**src/rtl/sar_ctrl_pkg.sv**
```systemverilog
// Shared definitions for the successive-approximation controller and its comparator stage.
package sar_ctrl_pkg;

    typedef enum logic {
        IDLE = 1'b0,
        CONV = 1'b1
    } sar_state_e;

    localparam int SAR_WIDTH   = 7;
    localparam int SAR_CMP_LAT = 2;

    // Bits needed to hold values 0..value-1; never less than one bit.
    function automatic int sar_clog2(input int value);
        int w;
        w = 1;
        while (int'(32'd1 << w) < value) begin
            w = w + 1;
        end
        return w;
    endfunction

endpackage

```
**src/rtl/sar_ctrl.sv**
```systemverilog
// MSB-first successive-approximation loop controller with start/busy/done handshake.
module sar_ctrl
    import sar_ctrl_pkg::*;
#(
    parameter int WIDTH   = SAR_WIDTH,
    parameter int CMP_LAT = SAR_CMP_LAT
) (
    input  logic             clk,
    input  logic             rst,
    input  logic             start,
    input  logic             trustbit,
    output logic [WIDTH-1:0] dac_code,
    output logic             busy,
    output logic             done,
    output logic [WIDTH-1:0] dout
);

    localparam int CW = sar_clog2(CMP_LAT + 1);
    localparam int IW = sar_clog2(WIDTH);

    localparam logic [WIDTH-1:0] ONE        = {{(WIDTH-1){1'b0}}, 1'b1};
    localparam logic [WIDTH-1:0] TRIAL_INIT = {1'b1, {(WIDTH-1){1'b0}}};
    localparam logic [WIDTH-1:0] DAC_INIT   = TRIAL_INIT - ONE;
    localparam logic [CW-1:0]    CNT_LAST   = CW'(CMP_LAT);
    localparam logic [IW-1:0]    IDX_TOP    = IW'(WIDTH - 1);

    sar_state_e       state_q, state_d;
    logic [WIDTH-1:0] trial_q, trial_d;
    logic [WIDTH-1:0] dac_q, dac_d;
    logic [WIDTH-1:0] dout_q, dout_d;
    logic [CW-1:0]    cnt_q, cnt_d;
    logic [IW-1:0]    idx_q, idx_d;
    logic             done_q, done_d;

    logic [WIDTH-1:0] bit_mask_s;
    logic [WIDTH-1:0] lower_mask_s;
    logic [WIDTH-1:0] decided_s;
    logic [WIDTH-1:0] next_trial_s;
    logic             load_s;

    assign bit_mask_s   = ONE << idx_q;
    assign lower_mask_s = ONE << (idx_q - IW'(1));

    // State register.
    always_ff @(posedge clk or posedge rst) begin
        if (rst) begin
            state_q <= IDLE;
        end else begin
            state_q <= state_d;
        end
    end

    // Datapath registers: trial code, DAC drive, result, wait counter, bit index.
    always_ff @(posedge clk or posedge rst) begin
        if (rst) begin
            trial_q <= '0;
            dac_q   <= '0;
            dout_q  <= '0;
            cnt_q   <= '0;
            idx_q   <= '0;
            done_q  <= 1'b0;
        end else begin
            trial_q <= trial_d;
            dac_q   <= dac_d;
            dout_q  <= dout_d;
            cnt_q   <= cnt_d;
            idx_q   <= idx_d;
            done_q  <= done_d;
        end
    end

    // Next-state logic. A start seen on the final decision edge reloads immediately,
    // so held-high start gives back-to-back conversions with busy staying high.
    always_comb begin
        state_d      = state_q;
        trial_d      = trial_q;
        dac_d        = dac_q;
        dout_d       = dout_q;
        cnt_d        = cnt_q;
        idx_d        = idx_q;
        done_d       = 1'b0;
        load_s       = 1'b0;
        if (trustbit) begin
            decided_s = trial_q & ~bit_mask_s;
        end else begin
            decided_s = trial_q;
        end
        next_trial_s = decided_s | lower_mask_s;

        case (state_q)
            IDLE: begin
                if (start) begin
                    load_s = 1'b1;
                end else begin
                    state_d = IDLE;
                end
            end
            CONV: begin
                if (cnt_q != CNT_LAST) begin
                    cnt_d = cnt_q + CW'(1);
                end else if (idx_q != '0) begin
                    trial_d = next_trial_s;
                    dac_d   = next_trial_s - ONE;
                    cnt_d   = '0;
                    idx_d   = idx_q - IW'(1);
                end else begin
                    dout_d = decided_s;
                    done_d = 1'b1;
                    if (start) begin
                        load_s = 1'b1;
                    end else begin
                        state_d = IDLE;
                    end
                end
            end
            default: begin
                state_d = IDLE;
            end
        endcase

        if (load_s) begin
            state_d = CONV;
            trial_d = TRIAL_INIT;
            dac_d   = DAC_INIT;
            cnt_d   = '0;
            idx_d   = IDX_TOP;
        end else begin
            load_s = 1'b0;
        end
    end

    // Output decode.
    always_comb begin
        busy = 1'b0;
        case (state_q)
            CONV:    busy = 1'b1;
            IDLE:    busy = 1'b0;
            default: busy = 1'b0;
        endcase
    end

    assign dac_code = dac_q;
    assign dout     = dout_q;
    assign done     = done_q;

endmodule

```
**config.mk**
```make
export PLATFORM = sky130hd
export DESIGN_NAME = sar_ctrl
export DESIGN_NICKNAME = d
export VERILOG_FILES = /design/src/rtl/sar_ctrl_pkg.sv /design/src/rtl/sar_ctrl.sv
export SDC_FILE = /design/constraint.sdc
export NUM_CORES = 1
export LEC_CHECK = 0
export ABC_CLOCK_PERIOD_IN_PS = 5800
export CAP_MARGIN = 20
export CORE_MARGIN = 10
export CORE_UTILIZATION = 30
export DETAILED_ROUTE_END_ITERATION = 8
export MAX_ROUTING_LAYER = met4
export PLACE_DENSITY_LB_ADDON = 0.05
export SYNTH_ARGS = -nofsm -noshare
export SYNTH_HDL_FRONTEND = slang
export SYNTH_SLANG_ARGS = --single-unit
```
**constraint.sdc**
```tcl
create_clock -name clk -period 5.8 [get_ports clk]
set_clock_uncertainty 0.15 [all_clocks]
set_input_delay 1.16 -clock clk [delete_from_list [all_inputs] [get_ports clk]]
set_output_delay 1.16 -clock clk [all_outputs]
set_load 0.03 [all_outputs]
```
==> reports/summary.txt, run 1 <==
Slew @ Worst Pin: 0.888 ns
Hold Crit Endpoint: dout[6]$_DFFE_PP0P_
Max clock buf depth: 2
Synth area leaders: dfrtp_1 49%, nand2_1 6.8%, ha_1 6.1%, o21ai_0 5.3%, nand3_1 3.2%
Most numerous cell in the Yosys netlist: dfrtp_1
Setup TNS: 0 ns
Die W: 89.0 um
Peak supply drop: 182 uV
Outcome: completed
Grt total ovfl: 0
Hold_sp: dout[6]$_DFFE_PP0P_
RSZ-0062 raised after global routing: no
Setup WS pre-CTS: 2.32 ns
Yosys top cell area share: 0.491
Via count: 1084
Post-Synth Adder-Cell Area: 0.0614
Synth top cells by count: 28 x dfrtp_1, 26 x nand2_1, 15 x o21ai_0
Final #Nets: 175
Mean Syn Cell Area: 9.84 um^2
Total CTS buffers: 3
Synth Flop Type: dfrtp_1
CP Max Fanout: 7
Core Area: 4660 um^2
Worst r2r dst: dac_code[6]$_DFFE_PP0P_
EDFF count, synth: 0
Pwr Density: 636 nW/um^2
Drt wl/cell: 15.6 um
Slew HR: 0.408
Hold_buf cts: 0
Initial antenna violation count: 0
Setup bufs post-CTS: 0
Initial drt markers: 51
Cts repair resizes: 0
Die Y: 89.0 um
Total power: 1.08 mW
Mapped cell area: 1430 um^2
DPL Wire Length: 2.41 mm
Largest net degree at the start of global routing: 29
Initial Util: 0.306
R2R depth: 10
Hold Worst Slack: 0.328 ns
CP Data Required Time: 5.83 ns
Layout cell share with drive strength beyond 1: 0.0617
H-tree level count: 1
I/O Buffers: 19
Vias per inst: 5.02
CTS root buf: clkbuf_8
Hold Crit Class: reg2reg
Synth Area in XOR/XNOR: 0.0482
Syn nets: 156
Largest family of logic cells by synthesized area: simple AND/OR/NAND/NOR gates
Synth Area in Simple Gates: 0.192
Crit end category: register
CTS tree: built
Async set or reset register ratio after synthesis: 1.00
Synth Warn #: 0
FMAX: 310 MHz
Antenna Nets Post-Route: 0
Setup slack, reg-to-reg: 3.15 ns
Row cnt: 25
First-pass GRT wire length: 5.87 mm
Worst r2r src: idx_q[0]$_DFFE_PP0P_
Antenna diodes: 0
Drt drc: 0
#FFs+latches synth: 28
Worst skew pair latency: 0.27 ns
Hold Vio Cnt, Final: 0
RePlAce Congestion: 0.779
Drt total wl: 3.37 mm
# fillers: 467
Pleak: 0.735 nW
Max_cap viols: 0
Post-route setup slack: 2.57 ns
Tot GR Track Use: 0.0976
Synth area leader: dfrtp_1
Post-route minimum period: 3.23 ns
Worst-path clk slew: 0.09 ns
Count of final setup violators: 0
Final worst-path cycle share: 0.557
Vias in the first global route: 1134
Synth Area in Compound Gates: 0.168
Worst Setup Path Type: in2reg
DIE AREA: 7910 um^2
Area Growth Syn to Fin: 19.4%
# clock sinks: 28
Multiplexer share of the synthesized area: 0
Sequential cell area fraction in the yosys report: 0.491
Syn Inst Count: 145
Initial DRT Pass Iterations: 4
Synth unique cells: 30
Startpoint Class: primary input
Worst path arrival time: 3.26 ns
WHS Path Cells: 2
IO Pins: 20
Pins Over Slew Limit: 0
[worst max-delay path by stage]
stage                        start                       to  slack (ns)  cells past startpoint
after floorplan           trustbit  dac_code[6]$_DFFE_PP0P_        3.17                      8
after global placement    trustbit  dac_code[6]$_DFFE_PP0P_        2.39                      9
after detailed placement  trustbit  dac_code[6]$_DFFE_PP0P_        2.32                      9
after CTS                 trustbit  dac_code[6]$_DFFE_PP0P_        2.58                      9
after global routing      trustbit  dac_code[6]$_DFFE_PP0P_        2.28                      9
final                     trustbit  dac_code[6]$_DFFE_PP0P_        2.57                      9
[routing by layer]
metal / GRT usage / part of all wire / up-vias
met5: - / 0 / -
met4: 0.0347 / 0 / 0
met3: 0.0201 / 0.048 / 0
met2: 0.155 / 0.48 / 21
met1: 0.120 / 0.48 / 524
li1: - / - / 539
[where the power goes]
| part | switching, mW | internal, mW | total [mW] |
|---|---|---|---|
| combinational | 0.369 | 0.259 | 0.628 |
| clock | 0.0595 | 0.0466 | 0.106 |
| sequential | 0.0682 | 0.281 | 0.350 |
[flip-flops by register name (all words and copies together) (netlist names)]
| name | flops |
|---|---|
| dac_code | 7 |
| dout | 7 |
| trial_q | 7 |
| idx_q | 3 |
| cnt_q | 2 |
| done | 1 |
| state_q | 1 |
[cells in the final DEF, fill, tap and decap left out]
master,n
dfrtp_1,28
nand2_1,26
clkdlybuf4s50_1,19
o21ai_0,15
nand3_1,9
inv_1,7
ha_1,7
nand3b_1,6
a22oi_1,5
nand2b_1,5
xnor2_1,4
o21ai_1,3
o211ai_1,3
clkbuf_8,3
or3_1,2
xor2_1,2
nor2_1,2
nand4_1,2
a2bb2oi_1,2
xnor2_2,1
a22oi_4,1
or2_2,1
a31oi_1,1
a21oi_1,1
a31o_2,1
a22oi_2,1
o22a_1,1
a221oi_1,1
nor2b_1,1
nand3_2,1
buf_4,1
[through the flow]
stage                      util  std cells  instance area (um^2)
final                     0.365        216                  1700
after global routing      0.365        216                  1700
after CTS                 0.365        216                  1700
after detailed placement  0.357        213                  1660
after global placement    0.357        213                  1660
after floorplan               -        145                  1430
[area by class of cell]
cell class              count  area, um^2  area share
repair buffers             20         198       0.116
well taps                  54        67.6      0.0397
multi-input cells         104         669       0.393
inverters                   7        26.3      0.0154
flip-flops and latches     28         701       0.411
clock buffers               3        41.3      0.0242
[worst max-delay path, stage by stage]
cell	delay, ns
clkdlybuf4s50_1	0.61
nand3b_1	0.14
a22oi_1	0.32
ha_1	0.20
inv_1	0.06
a221oi_1	0.27
nand4_1	0.16
xnor2_1	0.15
o21ai_0	0.18
[logic make-up after synthesis]
group                      count (synthesis)
and+or+nand+nor                           55
AOI/OAI and AO/OA                         35
DFF                                       28
buffers and inverters                     13
xor gates and xnor gates                   7
adders and majority gates                  7
Note: power is estimated with default switching activity, not from simulation.
==> run 2, diff against run 1 <==
- ABC_CLOCK_PERIOD_IN_PS: 5800 -> 3370
- clock period: 5.8 -> 3.37 ns (I/O delays scaled with it)
==> reports/summary.txt, run 2 (synthesis gave the netlist of run 1 again) <==
Hold Vio Cnt, Final: 0 (unchanged)
I/O Buffers: 19 (unchanged)
Vias in the first global route: 1077 (-5.0%)
Setup slack, reg-to-reg: 0.75 ns (-2.40 ns)
Setup WS pre-CTS: 0.380 ns (-1.94 ns)
Slowest-stage cell, CP: clkdlybuf4s50_1
Largest net degree at the start of global routing: 29 (unchanged)
Most frequent cells in the layout: 28 x dfrtp_1, 26 x nand2_1, 19 x clkdlybuf4s50_1, 15 x o21ai_0, 9 x nand3_1
Hold Crit Class: reg2reg
Hold_buf cts: 0 (unchanged)
DIE AREA: 7910 um^2 (unchanged)
Total power: 1.90 mW (+75%)
Pleak: 0.747 nW (+1.6%)
Area Growth Syn to Fin: 20.9%
Pwr Density: 1100 nW/um^2 (+73%)
Non-Filler Instances: 218 (+0.93%)
H-tree level count: 1 (unchanged)
Tot GR Track Use: 0.0934 (-0.00423)
Cts repair resizes: 0 (unchanged)
Die Y: 89.0 um (unchanged)
Crit-path max cell delay: 0.60 ns (about the same)
Worst setup startpoint: trustbit
RePlAce Congestion: 0.779 (about the same)
Drt wl/cell: 14.9 um (-4.4%)
Initial Util: 0.306 (unchanged)
Slew HR: 0.618 (+0.210)
Setup TNS: 0 ns (unchanged)
CP Max Fanout: 7 (unchanged)
Worst r2r src: idx_q[0]$_DFFE_PP0P_
Max clock buf depth: 2 (unchanged)
Antenna diodes: 0 (unchanged)
Hold Crit Endpoint: dout[6]$_DFFE_PP0P_
Hold_sp: dout[6]$_DFFE_PP0P_
Vias per inst: 4.84 (-3.6%)
Worst r2r dst: dac_code[6]$_DFFE_PP0P_
Count of final setup violators: 0 (unchanged)
Placed Area: 1670 um^2 (+0.45%)
Worst path arrival time: 2.71 ns (-0.55 ns)
RSZ-0062 raised after global routing: no
Grt total ovfl: 0 (unchanged)
DP Cell Count: 214 (+0.47%)
IO Pins: 20 (unchanged)
Bufs and invs on worst path: 2 (unchanged)
Worst skew pair latency: 0.28 ns (about the same)
Core Area: 4660 um^2 (unchanged)
Final #Nets: 176 (+0.57%)
Startpoint Class: primary input
Row cnt: 25 (unchanged)
WHS Path Cells: 2 (unchanged)
Outcome: completed
Total CTS buffers: 3 (unchanged)
Layout cell share with drive strength beyond 1: 0.0732 (+0.0114)
Commonest non-fill, non-tap cell in the layout: dfrtp_1
Fin area: 1720 um^2 (+1.2%)
Setup bufs post-CTS: 0 (unchanged)
Initial antenna violation count: 0 (unchanged)
# clock sinks: 28 (unchanged)
Final Util: 0.370 (+0.00456)
Worst-path clk slew: 0.10 ns (about the same)
Via count: 1055 (-2.7%)
Pins Over Slew Limit: 0 (unchanged)
Crit end category: register
Slew @ Worst Pin: 0.572 ns (-0.316 ns)
Initial drt markers: 26 (-49%)
CP Data Required Time: 3.38 ns (-2.45 ns)
Final worst-path cycle share: 0.799
CTS tree: built
Hold Worst Slack: 0.335 ns (+0.00727 ns)
Critical path's top delay family: compound AO/OA/AOI/OAI gates
Antenna Nets Post-Route: 0 (unchanged)
CP cell instances: clkdlybuf4s50_1 -> nand3b_1 -> a22oi_1 -> ha_1 -> inv_1 -> a221oi_1 -> nand4_1 -> xnor2_1 -> o21ai_0
First-pass GRT wire length: 5.60 mm (-4.6%)
Die W: 89.0 um (unchanged)
Max_cap viols: 0 (unchanged)
Drt total wl: 3.25 mm (-3.5%)
CTS root buf: clkbuf_8
DPL Wire Length: 2.42 mm (+0.51%)
FMAX: 371 MHz
Post-route setup slack: 0.678 ns (-1.89 ns)
Peak supply drop: 398 uV (+120%)
Initial DRT Pass Iterations: 4 (unchanged)
CP Depth: 9 (unchanged)
Worst Setup Path Type: in2reg
R2R depth: 10 (unchanged)
Post-route minimum period: 2.69 ns
Drt drc: 0 (unchanged)
-- run 2: worst max-delay path by stage --
stage / slack, ns / to
after detailed placement: 0.38 / dac_code[6]$_DFFE_PP0P_
after floorplan: 1.08 / dac_code[6]$_DFFE_PP0P_
after global routing: 0.46 / dac_code[6]$_DFFE_PP0P_
final: 0.68 / dac_code[6]$_DFFE_PP0P_
after CTS: 0.67 / dac_code[6]$_DFFE_PP0P_
after global placement: 0.48 / dac_code[6]$_DFFE_PP0P_
-- run 2: worst reg2reg max path: stages, from the launching register on --
cell,delay (ns)
dfrtp_1,0.43
inv_1,0.11
ha_1,0.29
xnor2_2,0.23
a22oi_2,0.33
ha_1,0.20
inv_1,0.06
a221oi_1,0.28
nand4_1,0.16
xnor2_1,0.19
o21ai_0,0.10
-- run 2: layer usage --
layer  up-vias  routed length, um  GRT usage  share of wire
li1        540                  -          -              -
met1       503               1590      0.114           0.49
met2        12               1530      0.148           0.47
met3         0                135     0.0201          0.042
met4         0                  0     0.0347              0
met5         -                  0          -              0
-- run 2: where the power goes --
group	leakage, nW	switching [mW]	internal, mW
sequential	0.338	0.115	0.484
combinational	0.380	0.637	0.451
clock	0.0288	0.109	0.105
total	0.747	0.861	1.04
-- run 2: layout make-up --
cell class	count	area, um^2
clock buffers	4	55.1
fillers	476	2940
inverters	7	26.3
multi-input cells	104	669
flip-flops and latches	28	701
well taps	54	67.6
repair buffers	21	205
==> run 3, diff against run 2 <==
- ABC_CLOCK_PERIOD_IN_PS: 3370 -> 2300
- clock period: 3.37 -> 2.3 ns (I/O delays scaled with it)
==> reports/summary.txt, run 3 (synthesis gave the netlist of run 1 again) <==
Outcome: completed
Slew HR: 0.760 (+0.142)
Final worst-path cycle share: 0.941
Max_cap viols: 0 (unchanged)
CP Data Required Time: 2.32 ns (-1.06 ns)
Final #Nets: 199 (+13%)
FMAX: 462 MHz
Layout cell share with drive strength beyond 1: 0.209 (+0.135)
Core Area: 4660 um^2 (unchanged)
Drt drc: 0 (unchanged)
Non-Filler Instances: 241 (+11%)
# fillers: 455 (-4.4%)
Slew @ Worst Pin: 0.360 ns (-0.211 ns)
First-pass GRT wire length: 5.76 mm (+3.0%)
Worst path arrival time: 2.18 ns (-0.53 ns)
Pwr Density: 1650 nW/um^2 (+50%)
DP Cell Count: 236 (+10%)
Antenna Nets Post-Route: 0 (unchanged)
Internal power: 1.81 mW (+74%)
Die W: 89.0 um (unchanged)
Die Y: 89.0 um (unchanged)
Max clock buf depth: 2 (unchanged)
IO Pins: 20 (unchanged)
Tot GR Track Use: 0.0958 (+0.00240)
Clock share of power: 0.098 (-0.015)
CTS root buf: clkbuf_8
Initial drt markers: 59 (+130%)
Pleak: 0.854 nW (+14%)
Vias in the first global route: 1193 (+11%)
Via count: 1161 (+10%)
CTS tree: built
Initial antenna violation count: 0 (unchanged)
Post-route minimum period: 2.17 ns
Pins Over Slew Limit: 0 (unchanged)
Sequential group share of total power: 0.273 (-0.042)
Largest net degree at the start of global routing: 29 (unchanged)
Antenna diodes: 0 (unchanged)
Worst-path clk slew: 0.09 ns (about the same)
I/O Buffers: 19 (unchanged)
Total CTS buffers: 3 (unchanged)
Area Growth Syn to Fin: 34.1%
Setup TNS: 0 ns (unchanged)
Hold Worst Slack: 0.333 ns (-0.00190 ns)
Drt total wl: 3.46 mm (+6.5%)
Final Util: 0.410 (+0.0405)
Row cnt: 25 (unchanged)
Vias per inst: 4.82 (-0.46%)
Hold Crit Class: reg2reg
Hold Vio Cnt, Final: 0 (unchanged)
DIE AREA: 7910 um^2 (unchanged)
Initial Util: 0.306 (unchanged)
CP Max Fanout: 4 (-3)
Most frequent cells in the layout: 28 x dfrtp_1, 26 x nand2_1, 25 x buf_4, 19 x clkdlybuf4s50_1, 14 x o21ai_0
Post-route setup slack: 0.135 ns (-0.543 ns)
Worst skew pair latency: 0.28 ns (about the same)
Crit end category: register
Drt wl/cell: 14.4 um (-3.6%)
H-tree level count: 1 (unchanged)
Hold_buf cts: 0 (unchanged)
DPL Wire Length: 2.64 mm (+8.9%)
Switching Share: 0.427 (-0.0261)
# clock sinks: 28 (unchanged)
Initial DRT Pass Iterations: 7 (+3)
Worst Setup Path Type: reg2reg
Peak supply drop: 612 uV (+54%)
Switching power: 1.35 mW (+57%)
Grt total ovfl: 0 (unchanged)
Setup WS pre-CTS: -0.271 ns (-0.651 ns)
RePlAce Congestion: 0.732 (-6.1%)
Commonest non-fill, non-tap cell in the layout: dfrtp_1
Count of final setup violators: 0 (unchanged)
Startpoint Class: register
Logic pwr share: 0.629 (+0.057)
-- run 3: metal layers --
layer  vias up  share of wire  global-route usage
li1        591              -                   -
met1       544           0.49               0.119
met2        22           0.46               0.152
met3         4          0.042              0.0210
met4         0          0.011              0.0303
met5         -              0                   -
-- run 3: path summary, 6_finish.rpt --
kind                                       from                 endpoint  slack, ns  cells past startpoint
min                         dout[6]$_DFFE_PP0P_      dout[6]$_DFFE_PP0P_       0.33                      2
min reg2reg                 dout[6]$_DFFE_PP0P_      dout[6]$_DFFE_PP0P_       0.33                      2
max                        idx_q[0]$_DFFE_PP0P_  dac_code[6]$_DFFE_PP0P_       0.13                     10
max in group asynchronous                   rst     idx_q[0]$_DFFE_PP0P_       1.34                      3
min in group asynchronous                   rst     cnt_q[1]$_DFFE_PP0P_       0.39                      3
max reg2reg                idx_q[0]$_DFFE_PP0P_  dac_code[6]$_DFFE_PP0P_       0.13                     10
-- run 3: metrics by stage --
step           instance area, um^2  power, mW
4_1_cts                       1900       3.18
6_report                      1910       3.16
5_1_grt                       1910       3.41
3_3_place_gp                  1830       2.83
2_1_floorplan                 1430       2.01
3_5_place_dp                  1830       2.82
-- run 3: area by class of cell --
| type | count | area [um^2] | share of cell area |
|---|---|---|---|
| Multi-Input combinational cell | 104 | 686 | 0.358 |
| Timing Repair Buffer | 44 | 378 | 0.198 |
| Clock buffer | 4 | 55.1 | 0.0288 |
| Tap cell | 54 | 67.6 | 0.0353 |
| Sequential cell | 28 | 701 | 0.366 |
| Inverter | 7 | 26.3 | 0.0137 |
-- run 3: worst max-delay path, stage by stage, from the launching register on --
cell and delay, ns:
dfrtp_1 0.37, inv_1 0.08, ha_2 0.21, xnor2_2 0.17, a22oi_2 0.20, ha_1 0.17
inv_1 0.06, a221oi_2 0.22, nand4_1 0.15, xnor2_1 0.19, o21ai_1 0.08
-- run 3: power groups by stage --
stage | logic, mW | clock network (mW) | registers (mW)
5_1_grt | 2.18 | 0.343 | 0.890
4_1_cts | 1.99 | 0.321 | 0.869
3_5_place_dp | 1.95 | 0 | 0.874
6_report | 1.99 | 0.311 | 0.863
3_3_place_gp | 1.96 | 0 | 0.869
2_1_floorplan | 0.921 | 0 | 1.09
-- run 3: repair_timing --
action                     4_1_cts  5_1_grt
resized for setup                2        3
setup endpoints to repair        2        2
setup buffers                    0        1
pin swaps                        0        3
